[src/rtl/traffic_pkg.sv]
// Purpose: shared light-code, tracker-state and direction-index definitions for the 4-way controller and monitor.
// Latency: n/a (declarations only).
// Backpressure: n/a.
package traffic_pkg;

    localparam logic [1:0] RED     = 2'b00;
    localparam logic [1:0] GREEN   = 2'b01;
    localparam logic [1:0] YELLOW  = 2'b10;
    localparam logic [1:0] ILLEGAL = 2'b11;

    // Tracker last-colour state; low two bits match the light code for known colours.
    typedef enum logic [2:0] {
        ST_RED     = 3'b000,
        ST_GREEN   = 3'b001,
        ST_YELLOW  = 3'b010,
        ST_UNKNOWN = 3'b100
    } phase_e;

    localparam int NS      = 0;
    localparam int EW      = 1;
    localparam int SN      = 2;
    localparam int WE      = 3;
    localparam int NUM_DIR = 4;

    localparam int DWELL_W = 8;

    // Map a legal light code onto the tracker state; anything else is UNKNOWN.
    function automatic phase_e to_phase(input logic [1:0] code);
        phase_e p;
        case (code)
            RED:     p = ST_RED;
            GREEN:   p = ST_GREEN;
            YELLOW:  p = ST_YELLOW;
            default: p = ST_UNKNOWN;
        endcase
        return p;
    endfunction

    // A direction counts as "lit" when it shows green or yellow.
    function automatic logic is_lit(input logic [1:0] code);
        return (code == GREEN) || (code == YELLOW);
    endfunction

endpackage

[src/rtl/light_phase_tracker.sv]
// Purpose: per-direction colour-sequence and dwell checker; emits single-cycle error/transition events.
// Latency: events are combinational from the current sample and registered state; the parent registers them.
// Backpressure: none, passive observer sampling every clock.
module light_phase_tracker
    import traffic_pkg::*;
#(
    parameter int GREEN_TICKS  = 10,
    parameter int YELLOW_TICKS = 2
) (
    input  logic       clk,
    input  logic       reset,
    input  logic [1:0] light,
    output logic       seq_evt,
    output logic       timing_evt,
    output logic       illegal_evt,
    output logic       red_to_green
);

    localparam logic [DWELL_W-1:0] GREEN_DW  = DWELL_W'(GREEN_TICKS);
    localparam logic [DWELL_W-1:0] YELLOW_DW = DWELL_W'(YELLOW_TICKS);
    localparam logic [DWELL_W-1:0] DWELL_MAX = '1;

    phase_e               last, last_nxt;
    logic [DWELL_W-1:0]   dwell, dwell_nxt;
    // Set once the current colour was entered from a known colour, so its dwell is complete and checkable.
    logic                 timed, timed_nxt;

    // State register: synchronous active-low reset drops all history.
    always_ff @(posedge clk) begin
        if (!reset) begin
            last  <= ST_UNKNOWN;
            dwell <= '0;
            timed <= 1'b0;
        end else begin
            last  <= last_nxt;
            dwell <= dwell_nxt;
            timed <= timed_nxt;
        end
    end

    // Next-state and event decode for one observed sample.
    always_comb begin
        last_nxt     = last;
        dwell_nxt    = dwell;
        timed_nxt    = timed;
        seq_evt      = 1'b0;
        timing_evt   = 1'b0;
        illegal_evt  = 1'b0;
        red_to_green = 1'b0;

        if (light == ILLEGAL) begin
            illegal_evt = 1'b1;
            last_nxt    = ST_UNKNOWN;
            dwell_nxt   = '0;
            timed_nxt   = 1'b0;
        end else if (last == ST_UNKNOWN) begin
            // First colour after reset or an illegal code: partial dwell, accepted unchecked.
            last_nxt  = to_phase(light);
            dwell_nxt = DWELL_W'(1);
            timed_nxt = 1'b0;
        end else if (light == last[1:0]) begin
            // Saturate so an over-long dwell can never wrap back onto the target value.
            if (dwell != DWELL_MAX) begin
                dwell_nxt = dwell + DWELL_W'(1);
            end
        end else begin
            case (last)
                ST_GREEN: begin
                    seq_evt    = (light != YELLOW);
                    timing_evt = timed && (dwell != GREEN_DW);
                end
                ST_YELLOW: begin
                    seq_evt    = (light != RED);
                    timing_evt = timed && (dwell != YELLOW_DW);
                end
                ST_RED: begin
                    seq_evt      = (light != GREEN);
                    red_to_green = (light == GREEN);
                end
                default: ;
            endcase
            last_nxt  = to_phase(light);
            dwell_nxt = DWELL_W'(1);
            timed_nxt = 1'b1;
        end
    end

endmodule

[src/rtl/traffic_light_monitor.sv]
// Purpose: passive checker on the 4-way light bus: conflict, illegal code, sequence and dwell errors plus cycle count.
// Latency: all flags and cycle_count update one clock after the offending sample.
// Backpressure: none, drives no lights and never stalls the controller.
module traffic_light_monitor
    import traffic_pkg::*;
#(
    parameter int GREEN_TICKS  = 10,
    parameter int YELLOW_TICKS = 2,
    parameter int CNT_W        = 8
) (
    input  logic             clk,
    input  logic             reset,
    input  logic             clr_err,
    input  logic [1:0]       NS_light,
    input  logic [1:0]       EW_light,
    input  logic [1:0]       SN_light,
    input  logic [1:0]       WE_light,
    output logic             conflict_err,
    output logic             illegal_err,
    output logic             seq_err,
    output logic             timing_err,
    output logic [3:0]       err_dir,
    output logic [CNT_W-1:0] cycle_count
);

    logic [1:0]         light [NUM_DIR];
    logic [NUM_DIR-1:0] seq_evt, timing_evt, illegal_evt, r2g_evt, lit;
    logic [NUM_DIR-1:0] dir_evt;
    logic [2:0]         n_lit;
    logic               conflict_evt;

    assign light[NS] = NS_light;
    assign light[EW] = EW_light;
    assign light[SN] = SN_light;
    assign light[WE] = WE_light;

    for (genvar d = 0; d < NUM_DIR; d++) begin : g_trk
        light_phase_tracker #(
            .GREEN_TICKS  (GREEN_TICKS),
            .YELLOW_TICKS (YELLOW_TICKS)
        ) u_trk (
            .clk          (clk),
            .reset        (reset),
            .light        (light[d]),
            .seq_evt      (seq_evt[d]),
            .timing_evt   (timing_evt[d]),
            .illegal_evt  (illegal_evt[d]),
            .red_to_green (r2g_evt[d])
        );
    end

    // Conflict detection and per-direction event merge for the current sample.
    always_comb begin
        n_lit = '0;
        for (int d = 0; d < NUM_DIR; d++) begin
            lit[d] = is_lit(light[d]);
            n_lit  = n_lit + 3'(lit[d]);
        end
        conflict_evt = (n_lit > 3'd1);
        dir_evt      = seq_evt | timing_evt | illegal_evt | (lit & {NUM_DIR{conflict_evt}});
    end

    // Sticky flags (new errors override a same-cycle clear) and the NS cycle counter.
    always_ff @(posedge clk) begin
        if (!reset) begin
            conflict_err <= 1'b0;
            illegal_err  <= 1'b0;
            seq_err      <= 1'b0;
            timing_err   <= 1'b0;
            err_dir      <= '0;
            cycle_count  <= '0;
        end else begin
            conflict_err <= (conflict_err & ~clr_err) | conflict_evt;
            illegal_err  <= (illegal_err  & ~clr_err) | (|illegal_evt);
            seq_err      <= (seq_err      & ~clr_err) | (|seq_evt);
            timing_err   <= (timing_err   & ~clr_err) | (|timing_evt);
            err_dir      <= (err_dir & ~{NUM_DIR{clr_err}}) | dir_evt;
            cycle_count  <= cycle_count + CNT_W'(r2g_evt[NS]);
        end
    end

endmodule

[config.mk]
export PLATFORM = sky130hd
export DESIGN_NAME = traffic_light_monitor
export DESIGN_NICKNAME = d
export VERILOG_FILES = /design/src/rtl/traffic_pkg.sv /design/src/rtl/light_phase_tracker.sv /design/src/rtl/traffic_light_monitor.sv
export SDC_FILE = /design/constraint.sdc
export NUM_CORES = 1
export LEC_CHECK = 0
export ABC_AREA = 0
export CAP_MARGIN = 20
export CORE_ASPECT_RATIO = 0.75
export CORE_MARGIN = 5
export CORE_UTILIZATION = 45
export DETAILED_ROUTE_END_ITERATION = 8
export PLACE_DENSITY = 0.68
export RECOVER_POWER = 25
export SLEW_MARGIN = 25
export SYNTH_ARGS = -nofsm -noshare
export SYNTH_HDL_FRONTEND = slang
export SYNTH_SLANG_ARGS = --single-unit
[constraint.sdc]
create_clock -name clk -period 3.05 [get_ports clk]
set_input_delay 0.61 -clock clk [delete_from_list [all_inputs] [get_ports clk]]
set_output_delay 0.61 -clock clk [all_outputs]
set_load 0.01 [all_outputs]
# [Yosys cells after proc, flatten, opt, wreduce, memory -nomap -nowiden]
# Index checks and enable logic that the tools add are counted.
[totals] register_bits=64 latchBits=0 ramBits=0 romBits=0 output_inout_bits=16 n_memories=0
[op_classes] add_sub_neg=8 mul=0 n_div=0 magnitude_cmp=1 n_eq_ne=56 shift=0 n_mux=64 bitwise_logic=21 n_reduce_logical=39
[op_table] op="2-to-1 mux 1 bit" count=44
[op_table] op="case mux 3 bit (3 select lines)" count=4
[op_table] op="adder 8 x 1 -> 8 bit, second input constant" count=4
[op_table] op="inequality test 8 x 2 -> 1 bit, second input constant" count=4
[op_table] op="inequality test 8 x 4 -> 1 bit, second input constant" count=4
[op_table] op="inequality test 8 bit, second input constant" count=4
[op_table] op="OR reduction 4 bit" count=7
[op_table] op="2-to-1 mux 3 bit" count=8
[op_table] op="== test 2 bit, second input constant" count=8
[op_table] op="inequality test 2 x 1 -> 1 bit, second input constant" count=8
[op_table] op="OR 4 bit" count=4
[op_table] op="== test 3 x 1 -> 1 bit, second input constant" count=4
[op_table] op="== test 3 x 2 -> 1 bit, second input constant" count=4
[op_table] op="== test 3 bit, second input constant" count=4
[op_table] op="logical NOT 3 bit" count=4
[op_table] op="inequality test 3 x 2 -> 1 bit, second input constant" count=4
[op_table] op="case mux 1 bit (3 select lines)" count=4
[op_table] op="OR reduction 3 bit" count=4
[op_table] op="adder 8 x 1 -> 8 bit" count=1
[op_table] op="AND 4 bit" count=2
[op_table] op="== test 2 x 1 -> 1 bit, second input constant" count=4
[op_table] op="== test 2 bit" count=4
[op_table] op="logical AND 1 bit" count=8
[op_table] op="logical NOT 2 bit" count=4
[op_table] op="other kinds (13)" count=39

# [Depth between registers and ports, before layout]
# Gate-level depths: netlist (run 1).
[logic_depth] ltp_word=10 ltp_mapped=9 mapped_depth_nobuf=8

# [Cells and area by module]
# Synthesis (run 1) repeated with hierarchy kept, for this count alone.
[unflattened] cells_unflattened=430 area_unflattened_um2=3757.4
[modules_own_cells] mod="light_phase_tracker" instances=4 cells_each=89 area_each_um2=762.0 seq_area_each_um2=240.2
[modules_own_cells] mod="traffic_light_monitor" instances=1 cells_each=74 area_each_um2=709.4 seq_area_each_um2=320.3

# [Least setup slack after synthesis (run 1)]
# Ideal clock, no wire load.
[synth_path] path_kind="input to register" startpoint="input EW_light[0]" endpoint="register err_dir[3]" t_arrival_ns=2.200 t_required_ns=2.917 path_slack_ns=0.717 cell_stages=7 cell_sequence="buf_2 > inv_1 > ha_1 > fa_1 > a21o_1 > a221oi_1 > a31oi_1"
[synth_between] elab_chain_cells=9
[synth_lines] item="start, declared" line="traffic_light_monitor.sv:15" rtl="input logic [1:0] EW_light,"
[synth_lines] item="== test 2 x 1 -> 1 bit / == test 2 bit (equally long branches)"
[synth_lines] item="logical OR 1 bit (*)" line="traffic_pkg.sv:41" rtl="return (code == GREEN) || (code == YELLOW);"
[synth_lines] item="adder 1 x 1 -> 2 bit (*)" line="traffic_light_monitor.sv:57" rtl="n_lit = n_lit + 3'(lit[d]);"
[synth_lines] item="adder 2 x 1 -> 3 bit (*)" line="traffic_light_monitor.sv:57"
[synth_lines] item="adder 3 x 1 -> 3 bit (*)" line="traffic_light_monitor.sv:57"
[synth_lines] item="greater-than comparator 3 x 1 -> 1 bit (*)" line="traffic_light_monitor.sv:59" rtl="conflict_evt = (n_lit > 3'd1);"
[synth_lines] item="AND 4 bit (*)" line="traffic_light_monitor.sv:60" rtl="dir_evt = seq_evt | timing_evt | illegal_evt | (lit & {NUM_DIR{conflict_evt}});"
[synth_lines] item="OR 4 bit (*)" line="traffic_light_monitor.sv:60"
[synth_lines] item="OR 4 bit (*)" line="traffic_light_monitor.sv:77" rtl="err_dir <= (err_dir & ~{NUM_DIR{clr_err}}) | dir_evt;"
[synth_lines] item="end signal, assigned" line="traffic_light_monitor.sv:77"
[synth_lines] item="end, declared" line="traffic_light_monitor.sv:22" rtl="output logic [3:0] err_dir,"
# Mark *: on every way between the ends. The rest lies on a longest branch, timed or not.
# A chain may end at the register's enable or synchronous reset.

# [Worst setup path after layout (run 1)]
[layout_path] startpoint="input NS_light[0]" endpoint="register cycle_count[5]"
[layout_between] elab_chain_cells=6
[layout_lines] item="start, declared" line="traffic_light_monitor.sv:14" rtl="input logic [1:0] NS_light,"
[layout_lines] item="== test 2 x 1 -> 1 bit" line="light_phase_tracker.sv:78" rtl="red_to_green = (light == GREEN);"
[layout_lines] item="2-to-1 mux 1 bit" line="light_phase_tracker.sv:67" rtl="case (last)"
[layout_lines] item="2-to-1 mux 1 bit" line="light_phase_tracker.sv:61" rtl="end else if (light == last[1:0]) begin"
[layout_lines] item="2-to-1 mux 1 bit" line="light_phase_tracker.sv:56" rtl="end else if (last == ST_UNKNOWN) begin"
[layout_lines] item="2-to-1 mux 1 bit (*)" line="light_phase_tracker.sv:51" rtl="if (light == ILLEGAL) begin"
[layout_lines] item="adder 8 x 1 -> 8 bit (*)" line="traffic_light_monitor.sv:78" rtl="cycle_count <= cycle_count + CNT_W'(r2g_evt[NS]);"
[layout_lines] item="end signal, assigned" line="traffic_light_monitor.sv:78"
[layout_lines] item="end, declared" line="traffic_light_monitor.sv:23" rtl="output logic [CNT_W-1:0] cycle_count"
# Marks and branches as above.

==> impl_results.md, run 1 <==
* Synth Cell Area at 3750 sq um
* Total negative slack at 0 ns
* Area leader, netlist: dfxtp_1
* DPL Wire Length at 5550 microns
* GP Congestion at 0.844
* Placed cell count at 565
* WS Path Type: in -> reg
* Core Box Area at 8020 sq um
* Hold/Removal Path Class: reg -> reg
* Worst-path maximum fanout at 8
* Worst Tran Pin Value at 0.461 ns
* Via count at 3169
* Largest family of logic cells by synthesized area: simple AND/OR/NAND/NOR gates
* Die Wd at 115 microns
* Worst-path cell chain: clkdlybuf4s50_1 > clkbuf_1 > xnor2_1 > a211oi_2 > and3_1 > ha_1 > and3_1 > nand3_1 > xor2_1 > nor2_1
* CTS tree: yes
* VDD IR-drop max at 0.251 mV
* Ys flop type: dfxtp_1
* FP Rows at 28
* Drt total wl at 7700 microns
* Period utilization at 83.8%
* Status: finished, final reports clean
* Fill cells at 758
* Vias in the first global route at 2927
* Post-synth EDFFs at 0
* Die height at 89.1 microns
* Yosys cell types at 51
* Pins Over Slew Limit at 0
* Nets at 509
* Post-Layout Cell Count at 581
* Sequential fraction of the synthesis area at 34.1%
* CP Launch Type: input pin
* Drt wl/cell at 13.3 microns
* ANT nets after route at 0
* CP Data Arrival Time at 2.79 ns
* Global-route wire length before repair at 13300 microns
* Slew Limit Headroom at 69.1%
* # Max-Cap Violations at 0
* Switch Pwr at 479 uW
* Reg clk slew, reported paths at 0.07 ns
* P&R area growth vs syn at 14.8%
* I/O pin count at 27
* Critical Path Sink Type: flip-flop
* Final setup fails at 0
* Pre-Repair DR Iteration Count at 7
* Hold buffers post-CTS at 0
* Clk network pwr share at 42.0%
* Post-Syn Nets at 482
* Clock period minus worst slack at 2.56 ns
* Mapped Cells at 444
* Seq pwr share at 46.6%
* Async set or reset register ratio after synthesis at 0%
* Post-synthesis mux area share at 0.800%
* Synth Area in Simple Gates at 23.8%
* Total clock buffers created by CTS at 9
* First DRT Iteration DRCs at 113
* Sw Share at 24.8%
* # Post-CTS Setup Buffers at 0
* Worst Skew at 0.00706 ns
* Layout cell share with drive strength beyond 1 at 5.88%
* Vias per inst at 5.45
* Clock buffer depth at 2
* Achievable Freq at 391 MHz
* Clock net sink count at 64
* Initial antenna violation count at 0
* Synth top area share at 34.1%
* Diodes inserted at 0
* Average cell area after synthesis at 8.45 sq um
* Clk root buf: clkbuf_8
* Internal power at 1.45 mW
* Critical Path Max Stage Delay at 0.47 ns
* Htree depth at 3
* Unrepaired setup endpoints after global routing: no
* Largest net degree at the start of global routing at 15
* CP required at 3.28 ns
* Compound-Gate Fraction of Synth Area at 19.9%
* Combinational share of power at 11.4%
* DIE AREA at 10300 sq um
* Gr usage total at 16.1%
* Residual DRC count at 0
* Initial Utilization at 46.8%
* CP max-delay cell: clkdlybuf4s50_1
* IO buf count at 26
* GRT overflow at 0
* Static Leak at 1.61 nW
* Resized cells post-CTS at 0
* Synth Area in XOR/XNOR at 7.70%
* Adder-cell share of the synthesized area at 9.20%
* Largest cells by area after synthesis: dfxtp_1, ha_1, xnor2_1
* Synth Register Bits at 64
* Most used cell, CP: and3_1
* Final Hold Vio Count at 0
* Power Density at 448 nW/um^2
* Worst-Skew Late Latency at 0.36 ns
* Ys Warns at 0
metal layers:
metal	routed length (microns)	vias up	global-route usage [%]
met1	3900	1446	20.9
li1	-	1662	-
met2	3310	50	25.3
met4	112	0	6.50
met5	0	-	0
met3	379	11	4.53
cells in the mapped netlist, drive strengths merged (2+ instances only):
master	instances
nor2	47
nor3b	4
xor2	11
or3	7
a2111oi	4
o2111ai	3
buf	11
nand2	29
o211ai	2
clkbuf	5
xnor2	22
or3b	3
nand3b	4
nor3	15
o31ai	7
a21oi	29
and4	2
ha	26
mux2i	3
a41oi	2
o2bb2ai	3
nor4	6
o21bai	2
a21o	7
o21a	2
a211oi	16
and2	4
o21ai	8
and3	7
dfxtp	64
or2	4
inv	23
nand4	4
a221oi	5
nor2b	7
nand3	18
a32oi	5
nand2b	10
a31oi	7
critical path: cells and delay by family:
kind | cells | cell delay [ns]
AOI/OAI and AO/OA | 1 | 0.35
adders and majority gates | 1 | 0.16
buffers and inverters | 2 | 0.78
xor gates and xnor gates | 2 | 0.29
and+or+nand+nor | 4 | 0.58
cells in the final DEF, fill, tap and decap left out, types with 4 or more instances in the layout:
cell,count
a211oi_1,14
nand4_1,4
nand2_1,29
dlygate4sd3_1,11
dfxtp_1,64
a32oi_1,5
o21ai_0,8
clkbuf_1,6
nand2b_1,10
nor3_1,13
nor2b_1,7
o31ai_1,7
a221oi_1,5
or3_1,7
nor2_1,47
nand3b_1,4
ha_1,26
clkbuf_8,10
xnor2_1,22
xor2_1,11
a31oi_1,7
a21oi_1,29
a21o_1,7
nor3b_1,4
nand3_1,18
and3_1,7
clkdlybuf4s50_1,15
a2111oi_0,4
nor4_1,6
inv_1,23
or2_2,4
worst paths after layout:
kind / start / endpoint / slack (ns) / cells past startpoint
setup / recovery: NS_light[0] / cycle_count[5] / 0.49 / 10
hold / removal: g_trk[2].u_trk.timed / g_trk[2].u_trk.timed / 0.48 / 2
setup reg to reg: g_trk[0].u_trk.last[1] / cycle_count[5] / 1.02 / 8
hold reg to reg: g_trk[2].u_trk.timed / g_trk[2].u_trk.timed / 0.48 / 2
kinds of logic (layout without fill, tap and decap cells):
| logic type | count (synthesis) | in the layout |
|---|---|---|
| XOR/XNOR | 33 | 33 |
| AND/OR/NAND/NOR | 172 | 172 |
| multiplexers | 3 | 3 |
| flip-flops | 64 | 64 |
| adder cells (fa/ha/maj) | 27 | 27 |
| AO/OA/AOI/OAI | 106 | 106 |
| buffers and inverters | 39 | 71 |
state kept, by name, indices dropped and copies added, names as in the netlist:
name,flops
cycle_count,8
seq_err,1
conflict_err,1
illegal_err,1
g_trk.u_trk.last,12
g_trk.u_trk.dwell,32
g_trk.u_trk.timed,4
err_dir,4
timing_err,1
per-stage QoR:
stage                     utilization (%)  power [mW]  cell area, sq um  worst slack, ns  hold slack (ns)
final                                53.7        1.93              4310            0.493            0.475
after global routing                 53.7        2.02              4310            0.294            0.500
after CTS                            53.9        1.96              4320            0.664            0.481
after detailed placement             51.2        1.14              4110            0.290            0.471
after global placement               51.2        1.14              4110            0.345            0.459
after floorplan                         -        1.06              3750            0.717            0.447
cell type report:
class	instances	area, sq um	share of cell area (%)
inverters	23	86.3	2.00
flip-flops and latches	64	1280	29.7
clock buffers	13	149	3.46
well taps	105	131	3.05
clock inverters	3	65.1	1.51
repair buffers	32	294	6.83
multi-input cells	341	2300	53.4
power groups by stage:
stage,clock network (mW),registers [mW],logic [mW]
final,0.812,0.900,0.220
after global routing,0.864,0.904,0.250
after CTS,0.830,0.900,0.227
after detailed placement,0,0.918,0.226
after global placement,0,0.918,0.221
after floorplan,0,0.907,0.151
Power figures use the tool's default switching activity.
==> run 2: changes to the inputs <==
--- a/config.mk
+++ b/config.mk
@@ -11,7 +11,7 @@
 export CORE_MARGIN = 5
 export CORE_UTILIZATION = 45
 export DETAILED_ROUTE_END_ITERATION = 8
-export PLACE_DENSITY = 0.68
+export PLACE_DENSITY = 0.7
 export RECOVER_POWER = 25
 export SLEW_MARGIN = 25
 export SYNTH_ARGS = -nofsm -noshare
==> constraint.sdc (replaced) <==
create_clock -name clk -period 2.1 [get_ports clk]
set_input_delay 0.42 -clock clk [delete_from_list [all_inputs] [get_ports clk]]
set_output_delay 0.42 -clock clk [all_outputs]
set_load 0.01 [all_outputs]
==> impl_results.md, run 2 (same netlist as run 1, synthesis figures left out) <==
* Status: finished, final reports clean
* Vias per inst at 5.55
* Static Leak at 1.72 nW
* Critical Path Max Stage Delay at 0.49 ns
* Largest Register: g_trk.u_trk.dwell
* Largest net degree at the start of global routing at 15
* Post-Layout Cell Count at 601
* Hold/Removal Path Class: reg -> reg
* Reg2reg setup slack at 0.17 ns
* Hold Crit Depth at 2
* Commonest non-fill, non-tap cells in the layout: dfxtp_1, nor2_1, a21oi_1, nand2_1
* CTS tree: yes
* Achievable Freq at 480 MHz
* Fill cells at 725
* Min Hold Slack at 0.466 ns
* Worst Skew at 0.00891 ns
* P&R area growth vs syn at 22.2%
* Residual DRC count at 0
* Via count at 3337
* Crit path from: WE_light[1]
* Reg clk slew, reported paths at 0.08 ns
* Placed cell count at 585
* CP max-delay cell: clkdlybuf4s50_1
* Die height at 89.1 microns
* Nets at 529
* Core Box Area at 8020 sq um
* CP Launch Type: input pin
* Vias in the first global route at 3042
* Clock period minus worst slack at 2.08 ns
* IO buf count at 26
* VDD IR-drop max at 0.495 mV
* Clock buffer depth at 2
* Pre-Repair DR Iteration Count at 4
* First DRT Iteration DRCs at 152
* Power Density at 662 nW/um^2
* Commonest non-fill, non-tap cell in the layout: dfxtp_1
* # Max-Cap Violations at 0
* Final Hold Vio Count at 0
* Final Cell Area at 4590 sq um
* DIE AREA at 10300 sq um
* Diodes inserted at 0
* ANT nets after route at 0
* WP buf/inv at 2
* Drt wl/cell at 13.7 microns
* WS Path Type: in -> reg
* DPL Wire Length at 6060 microns
* Largest registers: g_trk.u_trk.dwell: 32 flops, g_trk.u_trk.last: 12 flops, cycle_count: 8 flops
* Critical Path Sink Type: flip-flop
* Initial Utilization at 46.8%
* # Post-CTS Setup Buffers at 0
* Worst R2R Start: g_trk[0].u_trk.last[1]
* GRT overflow at 0
* CP top delay family: adder cells
* GP Congestion at 0.860
* Worst-path cell chain: clkdlybuf4s50_1 > inv_2 > ha_4 > fa_1 > a21o_4 > a221oi_2 > a31oi_1
* Max FFs per register at 32
* CP required at 2.32 ns
* Period utilization at 99.2%
* Hold EP: g_trk[2].u_trk.timed
* CP Data Arrival Time at 2.30 ns
* Die Wd at 115 microns
* Hold path startpoint: g_trk[2].u_trk.timed
* Slew Limit Headroom at 67.9%
* Layout cell share with drive strength beyond 1 at 13.1%
* Total clock buffers created by CTS at 9
* DP Area at 4260 sq um
* I/O pin count at 27
* Htree depth at 3
* Worst reg-to-reg path cell count at 8
* FP Rows at 28
* Drt total wl at 8250 microns
* Critical Path Stages at 7
* Worst Tran Pin Value at 0.479 ns
* Worst-path maximum fanout at 5
* Pins Over Slew Limit at 0
* Clk root buf: clkbuf_8
* Total negative slack at 0 ns
* Worst-Skew Late Latency at 0.35 ns
* Global-route wire length before repair at 13700 microns
* Gr usage total at 16.7%
* Reg-to-reg endpoint: cycle_count[6]
* Clock net sink count at 64
* Initial antenna violation count at 0
* Final setup fails at 0
==> run 2: cell types whose count changed in the layout (fill, tap and decap cells not counted), moves of 3 or more <==
cell,previous run,this run
buf_4,3,19
dlygate4sd3_1,11,1
clkdlybuf4s50_1,15,22
inv_1,23,18
inv_2,0,5
a221oi_1,5,1
a221oi_2,0,4
ha_1,26,22
dlymetal6s2s_1,0,3
ha_4,0,3
==> run 2: worst max path at each step <==
| stage | to | slack, ns |
|---|---|---|
| after detailed placement | err_dir[3] | -0.46 |
| after floorplan | err_dir[3] | 0.006 |
| after global placement | err_dir[3] | -0.40 |
| after global routing | err_dir[3] | -0.01 |
| after CTS | err_dir[3] | 0.003 |
| final | err_dir[3] | 0.02 |
==> run 2: final cells by class <==
| type | count | area, sq um | area share [%] |
|---|---|---|---|
| sequential | 64 | 1280 | 27.9 |
| tap | 105 | 131 | 2.86 |
| timing repair buffer | 52 | 444 | 9.68 |
| clock inverter | 5 | 103 | 2.24 |
| clock buffer | 11 | 151 | 3.30 |
| inverter | 23 | 86.3 | 1.88 |
| multi-input combinational | 341 | 2390 | 52.1 |
==> run 2: worst reg2reg max path, delay by kind of cell (launching register included) <==
family        cells  cell delay (ns)
xor+xnor          1             0.15
buf+inv           1             0.34
fa+ha+maj         2             0.42
flops             1             0.39
simple gates      4             0.51
==> run 2: what timing repair did <==
action | in CTS | in global routing
resized for setup | 3 | 21
setup endpoints to repair | 4 | 8
hold buffers | 0 | 0
pin swaps | 1 | 4
==> run 2: metrics by stage <==
stage | setup WS [ns] | utilization [%] | total power [mW]
global route | -0.0107 | 57.2 | 3.18
global placement | -0.404 | 53.1 | 1.69
finish | 0.0170 | 57.2 | 3.04
CTS | 0.00330 | 56.7 | 3.05
floorplan | 0.00566 | - | 1.54
detailed placement | -0.456 | 53.1 | 1.70
==> run 2: where the power goes <==
group	switching, mW	internal [mW]	leakage, nW
registers	0.0497	1.26	0.522
clock network	0.482	0.851	0.126
logic	0.196	0.203	1.08
total	0.729	2.31	1.72
==> run 2: per-layer routing <==
layer / global-route usage (%) / share of wire [%]
met5: 0 / 0
met4: 5.65 / 1.1
met3: 4.67 / 4.2
met2: 27.3 / 46
met1: 21.5 / 48
==> run 3: changes to the inputs <==
--- a/config.mk
+++ b/config.mk
@@ -8,12 +8,11 @@
 export ABC_AREA = 0
 export CAP_MARGIN = 20
 export CORE_ASPECT_RATIO = 0.75
-export CORE_MARGIN = 5
+export CORE_MARGIN = 2
 export CORE_UTILIZATION = 45
 export DETAILED_ROUTE_END_ITERATION = 8
 export PLACE_DENSITY = 0.7
 export RECOVER_POWER = 25
-export SLEW_MARGIN = 25
 export SYNTH_ARGS = -nofsm -noshare
 export SYNTH_HDL_FRONTEND = slang
 export SYNTH_SLANG_ARGS = --single-unit
==> impl_results.md, run 3 (same netlist as run 1, synthesis figures left out) <==
* WP buf/inv at 2
* Total clock buffers created by CTS at 9
* Slew Limit Headroom at 70.3%
* Hold EP: g_trk[2].u_trk.timed
* Reg clk slew, reported paths at 0.07 ns
* Htree depth at 3
* Reg-to-reg endpoint: cycle_count[6]
* Worst-path maximum fanout at 7
* Worst Tran Pin Value at 0.445 ns
* Diodes inserted at 0
* FP Rows at 28
* Power Density at 643 nW/um^2
* Min Hold Slack at 0.480 ns
* DP Area at 4280 sq um
* Core Box Area at 7990 sq um
* Largest Register: g_trk.u_trk.dwell
* CTS tree: yes
* Critical Path Max Stage Delay at 0.55 ns
* Largest net degree at the start of global routing at 15
* Via count at 3287
* DPL Wire Length at 5920 microns
* Drt wl/cell at 13.5 microns
* CP max-delay cell: dlygate4sd3_1
* Largest registers: g_trk.u_trk.dwell: 32 flops, g_trk.u_trk.last: 12 flops, cycle_count: 8 flops
* Initial antenna violation count at 0
* Period utilization at 90.0%
* P&R area growth vs syn at 23.1%
* Post-Layout Cell Count at 605
* Clock net sink count at 64
* Worst-path cell chain: dlygate4sd3_1 > clkbuf_1 > ha_1 > nor2_1 > o21a_1 > o2111ai_1 > a41oi_1
* Met2 WL post-DR at 3650 microns
* Nets at 534
* Die Wd at 109 microns
* Final Cell Area at 4620 sq um
* Unrepaired setup endpoints after global routing: no
* Routed wl met3 at 257 microns
* Die height at 83.1 microns
* IO buf count at 26
* Hold path startpoint: g_trk[2].u_trk.timed
* Worst R2R Start: g_trk[0].u_trk.last[0]
* Clock period minus worst slack at 1.89 ns
* Commonest non-fill, non-tap cells in the layout: dfxtp_1, nor2_1, a21oi_1, nand2_1, buf_4
* Clock buffer depth at 2
* Achievable Freq at 529 MHz
* Critical Path Stages at 7
* First DRT Iteration DRCs at 130
* CP Data Arrival Time at 2.15 ns
* CP Launch Type: input pin
* GP Congestion at 0.846
* Top layer in use: met4
* Layout cell share with drive strength beyond 1 at 14.0%
* Clk root buf: clkbuf_8
* Pre-Repair DR Iteration Count at 4
* Placed cell count at 588
* Worst reg-to-reg path cell count at 8
* Worst-Skew Late Latency at 0.35 ns
* # Max-Cap Violations at 0
* Hold/Removal Path Class: reg -> reg
* Initial Utilization at 47.0%
* Gr usage total at 18.8%
* Static Leak at 1.77 nW
* Vias per inst at 5.43
* Worst Skew at 0.0112 ns
* Final Hold Vio Count at 0
* Max FFs per register at 32
* Residual DRC count at 0
* Drt total wl at 8160 microns
* Hold Crit Depth at 2
* Pins Over Slew Limit at 0
* VDD IR-drop max at 0.311 mV
* Final setup fails at 0
* Global-route wire length before repair at 13800 microns
* Met1 wire length at 4110 microns
* Reg2reg setup slack at 0.30 ns
* Critical Path Sink Type: flip-flop
* Fill cells at 740
* CP top delay family: buffers and inverters
* ANT nets after route at 0
* Commonest non-fill, non-tap cell in the layout: dfxtp_1
* GRT overflow at 0
* Status: finished, final reports clean
* Vias in the first global route at 3029
* CP required at 2.37 ns
* WS Path Type: in -> reg
* Power, Total at 2.97 mW
* DIE AREA at 9100 sq um
* I/O pin count at 27
[run 3: cell types whose count changed in the layout (fill, tap and decap cells not counted), sizes merged]
cell / before / now
clkinv: 1 / 0
dlymetal6s2s: 3 / 6
clkinvlp: 1 / 0
dlygate4sd3: 1 / 2
bufinv: 3 / 2
clkdlybuf4s50: 22 / 18
clkbuf: 17 / 18
buf: 20 / 26
[run 3: where the power goes]
group	internal [mW]	switching (mW)	leakage (nW)	total, mW
sequential	1.26	0.0485	0.522	1.30
clock	0.792	0.466	0.122	1.26
combinational	0.211	0.197	1.13	0.408
[run 3: cell type report]
class                           count  area (sq um)  share of cell area, %
Inverter                           23          86.3                   1.87
Clock buffer                       13           179                   3.87
Timing Repair Buffer               57           500                   10.8
Clock inverter                      2          60.1                   1.30
Tap cell                          105           131                   2.84
Multi-Input combinational cell    341          2380                   51.6
Sequential cell                    64          1280                   27.7
[run 3: worst reg2reg max path: stages, from the launching register on]
cell and delay (ns):
dfxtp_1 0.32, xnor2_1 0.14, a211oi_1 0.31, and3_1 0.22
ha_2 0.19, ha_2 0.21, nand3_1 0.10, xor2_1 0.15
nor2_1 0.05
[run 3: layer usage]
| metal | up-vias | GRT usage (%) |
|---|---|---|
| met3 | 15 | 4.24 |
| met4 | 0 | 6.56 |
| met1 | 1510 | 25.9 |
| met5 | - | 0 |
| met2 | 52 | 28.7 |
| li1 | 1710 | - |
[run 3: worst max path at each step]
| stage | slack (ns) | start | end |
|---|---|---|---|
| 4_1_cts | 0.01 | NS_light[0] | cycle_count[6] |
| 5_1_grt | 0.12 | SN_light[0] | timing_err |
| 3_3_place_gp | -0.40 | EW_light[0] | err_dir[3] |
| 6_report | 0.21 | SN_light[0] | timing_err |
| 2_1_floorplan | 0.006 | EW_light[1] | err_dir[3] |
| 3_5_place_dp | -0.44 | EW_light[1] | err_dir[2] |
[run 3: timing repair]
action                                  CTS  global route
endpoints found under the hold margin     0             0
resized for setup                         3            21
buffers inserted                          0             2
hold buffers                              0             0
cloned                                    0             0
pin swaps                                 0             7
endpoints found under the setup margin    4            12
[run 3: per-stage QoR]
step	utilization [%]	TNS, ns	setup slack (ns)
final	57.9	0	0.210
after global routing	57.9	0	0.118
after CTS	57.1	0	0.0120
after detailed placement	53.6	-4.72	-0.438
after global placement	53.6	-4.05	-0.405
after floorplan	-	0	0.00566
